### src/rtl/button_pulser.sv
// button_pulser: debounced, auto-repeating, arbitrated single-cycle button command pulses
module button_pulser #(
    parameter int DEBOUNCE_CYCLES = 16,
    parameter int REPEAT_DELAY    = 64,
    parameter int REPEAT_PERIOD   = 32,
    parameter int CW              = 16
) (
    input  logic       clk,
    input  logic       reset,
    input  logic       btn_next_raw,
    input  logic       btn_faster_raw,
    input  logic       btn_slower_raw,
    output logic       next,
    output logic       faster,
    output logic       slower,
    output logic [2:0] held
);
    typedef enum logic [1:0] {IDLE, WAIT, REPEAT} rep_t;

    logic [2:0] raw, s1, s2, db, db_q, rise, rep_fire, pend, grant;
    logic       conflict;

    assign raw      = {btn_slower_raw, btn_faster_raw, btn_next_raw};
    assign held     = db;
    assign rise     = db & ~db_q;
    assign conflict = db[1] & db[2];
    assign grant    = pend[0] ? 3'b001 : pend[1] ? 3'b010 : pend[2] ? 3'b100 : 3'b000;
    assign rep_fire[0] = 1'b0;

    // two-flop synchronisers plus a delayed copy of the debounced levels for edge detection
    always_ff @(posedge clk or negedge reset) begin
        if (!reset) begin
            s1   <= '0;
            s2   <= '0;
            db_q <= '0;
        end else begin
            s1   <= raw;
            s2   <= s1;
            db_q <= db;
        end
    end

    genvar i;
    generate
        for (i = 0; i < 3; i++) begin : g_deb
            logic [CW-1:0] cnt;
            logic          d;
            assign db[i] = d;
            // level flips only after DEBOUNCE_CYCLES consecutive disagreeing samples
            always_ff @(posedge clk or negedge reset) begin
                if (!reset) begin
                    cnt <= '0;
                    d   <= 1'b0;
                end else if (s2[i] == d) begin
                    cnt <= '0;
                end else if (cnt == CW'(DEBOUNCE_CYCLES - 1)) begin
                    cnt <= '0;
                    d   <= ~d;
                end else begin
                    cnt <= cnt + CW'(1);
                end
            end
        end
        for (i = 1; i < 3; i++) begin : g_rep
            rep_t          state, state_n;
            logic [CW-1:0] rcnt, rcnt_n;
            logic          fire;
            assign rep_fire[i] = fire;
            // repeat state and countdown registers
            always_ff @(posedge clk or negedge reset) begin
                if (!reset) begin
                    state <= IDLE;
                    rcnt  <= '0;
                end else begin
                    state <= state_n;
                    rcnt  <= rcnt_n;
                end
            end
            // countdown frozen while both speed buttons are held; expiry fires and reloads the period
            always_comb begin
                state_n = state;
                rcnt_n  = rcnt;
                fire    = 1'b0;
                if (!db[i]) begin
                    state_n = IDLE;
                    rcnt_n  = '0;
                end else if (state == IDLE) begin
                    if (rise[i]) begin
                        state_n = WAIT;
                        rcnt_n  = CW'(REPEAT_DELAY);
                    end
                end else if (!conflict) begin
                    if (rcnt == CW'(1)) begin
                        fire    = 1'b1;
                        state_n = REPEAT;
                        rcnt_n  = CW'(REPEAT_PERIOD);
                    end else begin
                        rcnt_n = rcnt - CW'(1);
                    end
                end
            end
        end
    endgenerate

    // pending flags collect events; the highest-priority one is issued as a registered pulse
    always_ff @(posedge clk or negedge reset) begin
        if (!reset) begin
            pend                   <= '0;
            {slower, faster, next} <= '0;
        end else begin
            pend                   <= (pend & ~grant) | rise | rep_fire;
            {slower, faster, next} <= grant;
        end
    end
endmodule

### config.mk
export PLATFORM = sky130hd
export DESIGN_NAME = button_pulser
export DESIGN_NICKNAME = d
export VERILOG_FILES = /design/src/rtl/button_pulser.sv
export SDC_FILE = /design/constraint.sdc
export NUM_CORES = 1
export LEC_CHECK = 0
export ABC_AREA = 1
export CAP_MARGIN = 20
export CORE_MARGIN = 1
export CORE_UTILIZATION = 35
export DETAILED_ROUTE_END_ITERATION = 10
export SYNTH_ARGS = -nofsm -noshare
export SYNTH_HDL_FRONTEND = slang
export SYNTH_SLANG_ARGS = --single-unit
### constraint.sdc
create_clock -name clk -period 1.3 [get_ports clk]
set_clock_uncertainty 0.1 [all_clocks]
set_input_delay 0.26 -clock clk [delete_from_list [all_inputs] [get_ports clk]]
set_output_delay 0.26 -clock clk [all_outputs]
set_load 0.03 [all_outputs]
-- Word level (Yosys, flattened, before mapping)
Cells that the tools add are included.
- output and inout bits: 6
- bits in registers: 102
- word-level logic and storage cells: 95
- bits of input ports: 5
- add/sub/neg operators: 5
- multiplexer cells: 37
- reductions and logical operators: 9
- equality and inequality tests: 14
- bitwise logic cells: 13
- operator list (cell ; count):
    two-way mux 16 bit ; 16
    adder 16 x 1 -> 16 bit, second input constant ; 3
    == test 16 x 4 -> 1 bit, second input constant ; 3
    == test 16 x 1 -> 1 bit, second input constant ; 2
    subtractor 16 x 1 -> 16 bit, second input constant ; 2
    two-way mux 2 bit ; 10
    AND reduction 2 bit ; 5
    two-way mux 3 bit ; 3
    two-way mux 1 bit ; 8
    bitwise AND 3 bit ; 2
    inequality test 3 x 1 -> 1 bit, second input constant ; 2
    inequality test 3 x 2 -> 1 bit, second input constant ; 2
    inequality test 3 bit, second input constant ; 2
    inverter 1 bit ; 6
    inverter 3 bit ; 2
    bitwise OR 3 bit ; 2
    AND reduction 3 bit ; 2
    logical NOT 2 bit ; 2
    == test 1 bit ; 3
    bitwise AND 1 bit ; 1

-- Longest topological paths before layout
Gate-level depths: netlist of the first run.
- depth in word-level cells: 7
- depth in mapped cells: 9
- gate-level depth less buffers: 9

-- Worst setup path after synthesis of the first run
No wires, ideal clock.
- path kind: register to register
- start: reg g_deb[2].cnt[0]
- end: reg g_deb[2].cnt[4]
- slack: -0.100 ns
- arrival: 1.180 ns
- clock period less this slack: 1.400 ns
- library setup time: 0.120 ns
- buffers on the path: 0
- data required time: 1.080 ns
- stages on the path, launching flop included: 9
- cells stage by stage: dfrtp_1 > ha_1 > nand2_2 > nor2_1 > inv_1 > nor2_1 > nand2_1 > nand2_2 > nor2_1
- longest elaborated chain between the ends: 3
- elaborated cells between the ends (all ways): 4
- those cells by class: add/sub (1); eq/ne (1); mux (2)
- ends and longest elaborated chain (what ; line ; source):
    start, declared ; 46 ; logic [CW-1:0] cnt;
    start signal, assigned ; 60 ; cnt <= cnt + CW'(1);
    adder 16 x 1 -> 16 bit or == test 16 x 4 -> 1 bit (tied branches) ; 60, 56 ;
    two-way mux 16 bit * ; 56 ; end else if (cnt == CW'(DEBOUNCE_CYCLES - 1)) begin
    two-way mux 16 bit * ; 54 ; end else if (s2[i] == d) begin
Mark *: on every way between the ends. The rest lies on a longest branch, timed or not.
A chain may end at the register's enable or synchronous reset.

-- Worst setup path after layout of the first run
- start: reg g_rep[2].rcnt[1]
- end: reg g_rep[2].rcnt[8]
- longest elaborated chain between the ends: 5
- elaborated cells between the ends (all ways): 6
- those cells by class: add/sub (1); eq/ne (1); mux (4)
- ends and longest elaborated chain (what ; line ; source):
    start, declared ; 66 ; logic [CW-1:0] rcnt, rcnt_n;
    start signal, assigned ; 76 ; rcnt <= rcnt_n;
    subtractor 16 x 1 -> 16 bit or == test 16 x 1 -> 1 bit (tied branches) ; 98, 93 ;
    two-way mux 16 bit * ; 93 ; if (rcnt == CW'(1)) begin
    two-way mux 16 bit * ; 92 ; end else if (!conflict) begin
    two-way mux 16 bit * ; 87 ; end else if (state == IDLE) begin
    two-way mux 16 bit * ; 84 ; if (!db[i]) begin
Mark *: on every way between the ends. The rest lies on a longest branch, timed or not. The select of a mux whose other input is x is not followed.

==> results of run 1 <==
-- final timing paths --
path | start | to | slack (ns) | cells past startpoint
worst max-delay path | g_rep[2].rcnt[1]$_DFFE_PN0P_ | g_rep[2].rcnt[8]$_DFFE_PN0P_ | -0.18 | 9
max in group asynchronous | reset | g_deb[1].cnt[2]$_DFF_PN0_ | 0.40 | 3
worst max register to register | g_rep[2].rcnt[1]$_DFFE_PN0P_ | g_rep[2].rcnt[8]$_DFFE_PN0P_ | -0.18 | 9
worst min register to register | s1[1]$_DFF_PN0_ | s2[1]$_DFF_PN0_ | 0.26 | 0
worst min-delay path | btn_slower_raw | s1[2]$_DFF_PN0_ | 0.23 | 1
min in group asynchronous | reset | next$_DFF_PN0_ | 0.32 | 3
-- power by group through the flow --
stage          sequential, uW  clock (uW)  combinational, uW
2_1_floorplan            3290           0               86.8
6_report                 3250        2760                352
4_1_cts                  3240        2850                303
5_1_grt                  3250        2940                391
3_5_place_dp             3290           0                236
3_3_place_gp             3290           0                234
-- per-stage QoR --
step / utilization / power, uW / hold slack, ns
5_1_grt: 0.5435 / 6584 / 0.2405
2_1_floorplan: - / 3376 / -0.1356
3_5_place_dp: 0.4283 / 3527 / 0.1522
3_3_place_gp: 0.4283 / 3524 / 0.1539
6_report: 0.5435 / 6359 / 0.2302
4_1_cts: 0.4986 / 6391 / 0.2223
-- cell type report --
type | count | area [um^2]
fillers | 1335 | 6939
multi-input cells | 523 | 3582
flip-flops and latches | 102 | 2571
repair buffers | 147 | 1245
inverters | 76 | 315.3
well taps | 188 | 235.2
clock buffers | 9 | 225.2
clock inverters | 6 | 72.57
repair inverters | 2 | 16.27
-- metal layers --
metal	track usage	part of all wire
met1	0.2217	0.46
met2	0.3003	0.51
met3	0.03627	0.022
met4	0.05042	0.013
met5	0	0
-- cell families (layout without fill, tap and decap cells) --
group,count (synthesis),in the layout
simple gates,453,459
flops,102,102
compound gates,29,29
xor+xnor,28,28
fa+ha+maj,7,7
buf+inv,85,240
-- state kept, by name (all words and copies together) (netlist names) --
signal       flops
slower           1
g_deb.d          3
db_q             3
next             1
faster           1
s2               3
g_rep.state      4
pend             3
g_deb.cnt       48
g_rep.rcnt      32
s1               3
-- cells in the final DEF (no fill, tap or decap), types with 3 or more instances in the layout --
cell / n
xor2_1: 24
clkbuf_16: 9
a21oi_2: 5
buf_12: 3
dfrtp_1: 87
inv_1: 59
ha_4: 7
clkinvlp_4: 4
o21ai_2: 5
o21ai_0: 3
nand2_1: 134
buf_4: 115
o21ai_1: 5
nor3b_2: 9
nor3_4: 6
nor2_2: 50
nor3_2: 10
nor2_1: 94
nor2_4: 24
nand2_4: 18
dfrtp_2: 15
nand3_2: 20
nand3_4: 11
buf_6: 25
nand4_1: 13
clkdlybuf4s50_1: 3
nand3_1: 27
nand2_8: 4
a21oi_1: 5
nor3_1: 4
nand2_2: 31
inv_2: 13
-- repair_timing --
action,4_1_cts,5_1_grt
buffers inserted,18,27
hold buffers,1,0
hold endpoints to repair,102,0
gates resized for setup,145,137
gates cloned,7,1
endpoints found under the setup margin,90,92
pin swaps,60,50
==> results.yml, run 1 <==
logic_synthesis:
  synth-simple-area-share: 0.3715
  synthCells: 704
  synth_top_area_cell: "dfrtp_1"
  async_flop_share: 1.000
  synth_edf_count: 0
  synthAdderAreaFrac: 0.01603
  synth_top_family_by_area: "simple AND/OR/NAND/NOR gates"
  synth_top_area_frac: 0.4672
  ys_seq_area_frac: 0.4672
  synth_most_common_cell: "nand2_1"
  ys_dominant_reg_cell: "dfrtp_1"
  yosysWarnings: 0
  syn_avg_cell_area_um2: 7.760
  yosysUniqueCellTypes: 35
  muxShareOfSynthArea: 0
  synth.net_count: 716
  ys_ff_latch: 102
  synthXorXnorAreaFrac: 0.04627
  synth-compound-area-share: 0.02886
  synth_area_um2: 5463
  yosys-top-cells-count: "nand2_1 (167), nor2_1 (155), dfrtp_1 (102)"
  synthTopCellsByArea: "dfrtp_1 (47%), nand2_1 (11%), nor2_1 (11%)"
route:
  wl_um: 13700
  drt_iter0_drc: 220
  drtPass1Iterations: 4
  wl_per_cell_um: 13.01
  drc: 0
  viasPerCell: 4.743
  vias: 4994
  final_antenna_net_count: 0
cells_and_area:
  nets: 873
  antenna_cells: 0
  drive_gt1_frac: 0.4624
  syn2layout_area_growth_pct: 51.26
  final_area_um2: 8263
  fin_cells: 1053
timing:
  fmax_ghz: 0.6777
  worst-slew-pin-transition_ns: 0.3558
  setup_slack_ns: -0.1756
  hold_viol_final: 0
  fin_crit_sh: 1.135
  min_period_ns: 1.476
  setup_viol: 84
  slew_headroom: 0.7628
  rsz0062_at_grt: "true"
  slew_viol_final: 0
  setup_tns_ns: -7.505
grt:
  grt_pass1_vias: 4851
  grt_remaining_overflow: 0
  grt_pass1_wl_um: 22470
  grt_max_degree: 66
  antenna_found_initial: 0
  grtUsageTotal: 0.1747
critical_path:
  required_ns: 1.45
  crit_type: "flip-flop to flip-flop"
  slowest_stage: "dfrtp_1"
  critPathMaxFanout: 7
  slowest_delay_ns: 0.39
  cp.arrival_ns: 1.62
  cp-start-kind: "flip-flop"
  cp-end-kind: "flip-flop"
  crit_buf_inv: 2
  cp_top_family: "simple AND/OR/NAND/NOR gates"
  path_cells: "inv_2, ha_4, nand2_2, nor2_1, nand2_1, nand2_2, nand2_8, clkinv_4, nor2_1"
die:
  start_util: 0.3593
  die_y_um: 126.9
  core_area_um2: 15200
  die-width_um: 126.9
  rows: 45
  dieArea_um2: 16110
  ios: 11
outcome:
  outcome: "finished with violations"
  violations: "setup timing"
cts:
  cts_sinks: 102
  clockRootBuffer: "clkbuf_16"
  numCtsBuffers: 9
  worstSkewPairLatency_ns: 0.36
  path_clk_slew_ns: 0.07
  htree_num_levels: 3
  cts_tree: "built"
  cts_buffer_depth: 2
pwr:
  p_seq_frac: 0.511
  powerDensity_nw_per_um2: 769.6
  power_frac_comb: 0.055
  intPower_uw: 4856
  p_sw_uw: 1504
  power.leakage_uw: 0.004132
  vdd_drop_max_uv: 648.1
  clkPwrFrac: 0.434
  netSwitchingFraction: 0.2364
placed_design:
  dp_cells: 990
  io_buffer_count: 10
  pre_cts_ws_ns: -0.1893
  place_area_um2: 6511
  dp_hpwl_um: 8338
  gp_congestion: 0.8437
flow_run:
  maxCapViolations: 0
worst_hold_path:
  hold_class: "input port to flip-flop"
Note: power is estimated with default switching activity, not from simulation.
==> run 2, diff against run 1 <==
--- a/config.mk
+++ b/config.mk
@@ -7,9 +7,11 @@
 export LEC_CHECK = 0
 export ABC_AREA = 1
 export CAP_MARGIN = 20
+export CORE_ASPECT_RATIO = 1.75
 export CORE_MARGIN = 1
 export CORE_UTILIZATION = 35
 export DETAILED_ROUTE_END_ITERATION = 10
+export DONT_BUFFER_PORTS = 1
 export SYNTH_ARGS = -nofsm -noshare
 export SYNTH_HDL_FRONTEND = slang
 export SYNTH_SLANG_ARGS = --single-unit
==> constraint.sdc (replaced) <==
create_clock -name clk -period 1.3 [get_ports clk]
set_clock_uncertainty 0.1 [all_clocks]
set_input_delay 0.26 -clock clk [delete_from_list [all_inputs] [get_ports clk]]
set_output_delay 0.26 -clock clk [all_outputs]
set_load 0.01 [all_outputs]
==> results.yml, run 2 (same netlist as run 1, synthesis figures left out) <==
pwr:
  powerDensity_nw_per_um2: 735.8
  finalPower_uw: 6195
  power.leakage_uw: 0.004213
  vdd_drop_max_uv: 702.2
critical_path:
  crit_type: "flip-flop to flip-flop"
  cp-end-kind: "flip-flop"
  r2r_slack_ns: -0.19
  critPathMaxFanout: 3
  cp-start-kind: "flip-flop"
  required_ns: 1.44
  cp.arrival_ns: 1.63
cells_and_area:
  syn2layout_area_growth_pct: 54.12
  drive_gt1_frac: 0.4832
  mostFrequentLayoutCell: "nand2_1"
  nets: 872
  antenna_cells: 0
  largest_reg_flops: 48
  fin_cells: 1051
  layout_common_cells: "nand2_1 (123), buf_4 (114), dfrtp_1 (89), nor2_1 (83), inv_1 (56)"
  largest-register: "g_deb.cnt"
  final_area_um2: 8419
  reg_top3: "g_deb.cnt: 48 flops, g_rep.rcnt: 32 flops, g_rep.state: 4 flops"
cts:
  clockRootBuffer: "clkbuf_16"
  cts_sinks: 102
  numCtsBuffers: 9
  path_clk_slew_ns: 0.07
  worstSkewPairLatency_ns: 0.35
  htree_num_levels: 3
  cts_tree: "built"
  hold_buffers: 3
  cts_buffer_depth: 2
timing:
  worst-slew-pin-transition_ns: 0.2820
  setup_viol: 87
  fmax_ghz: 0.6705
  setup_slack_ns: -0.1913
  whs_ns: -0.5002
  setup_tns_ns: -10.20
  slew_viol_final: 0
  min_period_ns: 1.491
  slew_headroom: 0.8114
  rsz0062_at_grt: "true"
  hold_viol_final: 102
  fin_crit_sh: 1.147
placed_design:
  gp_congestion: 0.8397
  io_buffer_count: 0
  place_area_um2: 6541
  dp_cells: 995
  dp_hpwl_um: 9008
grt:
  grt_max_degree: 103
  grtUsageTotal: 0.1830
  grt_pass1_vias: 5199
  grt_remaining_overflow: 0
  grt_pass1_wl_um: 23000
  antenna_found_initial: 0
route:
  drc: 0
  wl_per_cell_um: 14.02
  vias: 5112
  wl_um: 14740
  viasPerCell: 4.864
  final_antenna_net_count: 0
  drtPass1Iterations: 4
  drt_iter0_drc: 199
die:
  start_util: 0.3567
  die-width_um: 96.44
  core_area_um2: 15310
  die_y_um: 167.3
  rows: 60
  dieArea_um2: 16130
  ios: 11
outcome:
  outcome: "finished with violations"
  violations: "hold timing, setup timing"
worst_hold_path:
  hold_class: "input port to asynchronous set/reset pin"
flow_run:
  maxCapViolations: 0
## run 2: worst max-delay path: stages (launching register included)
cell	delay, ns
dfrtp_1	0.39
inv_2	0.11
ha_4	0.16
nand2_2	0.05
nor2_2	0.13
nand2_2	0.10
buf_6	0.13
nand2_2	0.04
nand2_1	0.05
nand2_1	0.06
nand2_1	0.06
## run 2: repair_timing
item | in CTS | in global routing
hold endpoints to repair | 105 | 102
endpoints found under the setup margin | 89 | 89
buffers inserted | 13 | 21
resized for setup | 125 | 205
gates cloned | 5 | 0
pin swaps | 45 | 77
## run 2: path summary, 6_finish.rpt
| path | from | to | cells past startpoint |
|---|---|---|---|
| min | reset | g_rep[2].rcnt[8]$_DFFE_PN0P_ | 0 |
| max reg2reg | g_rep[2].rcnt[1]$_DFFE_PN0P_ | g_rep[2].rcnt[6]$_DFFE_PN0P_ | 10 |
| min in group clk | s1[0]$_DFF_PN0_ | s2[0]$_DFF_PN0_ | 0 |
| min reg2reg | s1[0]$_DFF_PN0_ | s2[0]$_DFF_PN0_ | 0 |
| max in group asynchronous | reset | g_deb[1].cnt[2]$_DFF_PN0_ | 0 |
| max | g_rep[2].rcnt[1]$_DFFE_PN0P_ | g_rep[2].rcnt[6]$_DFFE_PN0P_ | 10 |
## run 2: cell type report
cell class / instances / area [um^2]
clock inverters: 4 / 47.55
clock buffers: 12 / 236.5
repair inverters: 1 / 8.758
well taps: 186 / 232.7
inverters: 76 / 320.3
multi-input cells: 520 / 3701
repair buffers: 150 / 1304
fillers: 1316 / 6895
flip-flops and latches: 102 / 2569
## run 2: where the power goes
group | internal [uW] | switching (uW) | leakage, uW
sequential | 3210 | 43.7 | 0.00138
clock | 1490 | 1170 | 0.000137
combinational | 142 | 144 | 0.00269
## run 2: through the flow
stage	worst slack [ns]	util
3_5_place_dp	-0.2028	0.4271
5_1_grt	-0.2498	0.5498
6_report	-0.1913	0.5498
4_1_cts	-0.1649	0.4906
2_1_floorplan	-0.06169	-
3_3_place_gp	-0.1882	0.4271
## run 2: layer usage
layer  vias up  wire length, um  track usage
met5         -                0            0
met4         0              399      0.08184
met3        31              191      0.02361
met2        58             8820       0.3478
met1      2495             5326       0.1904
li1       2528                -            -
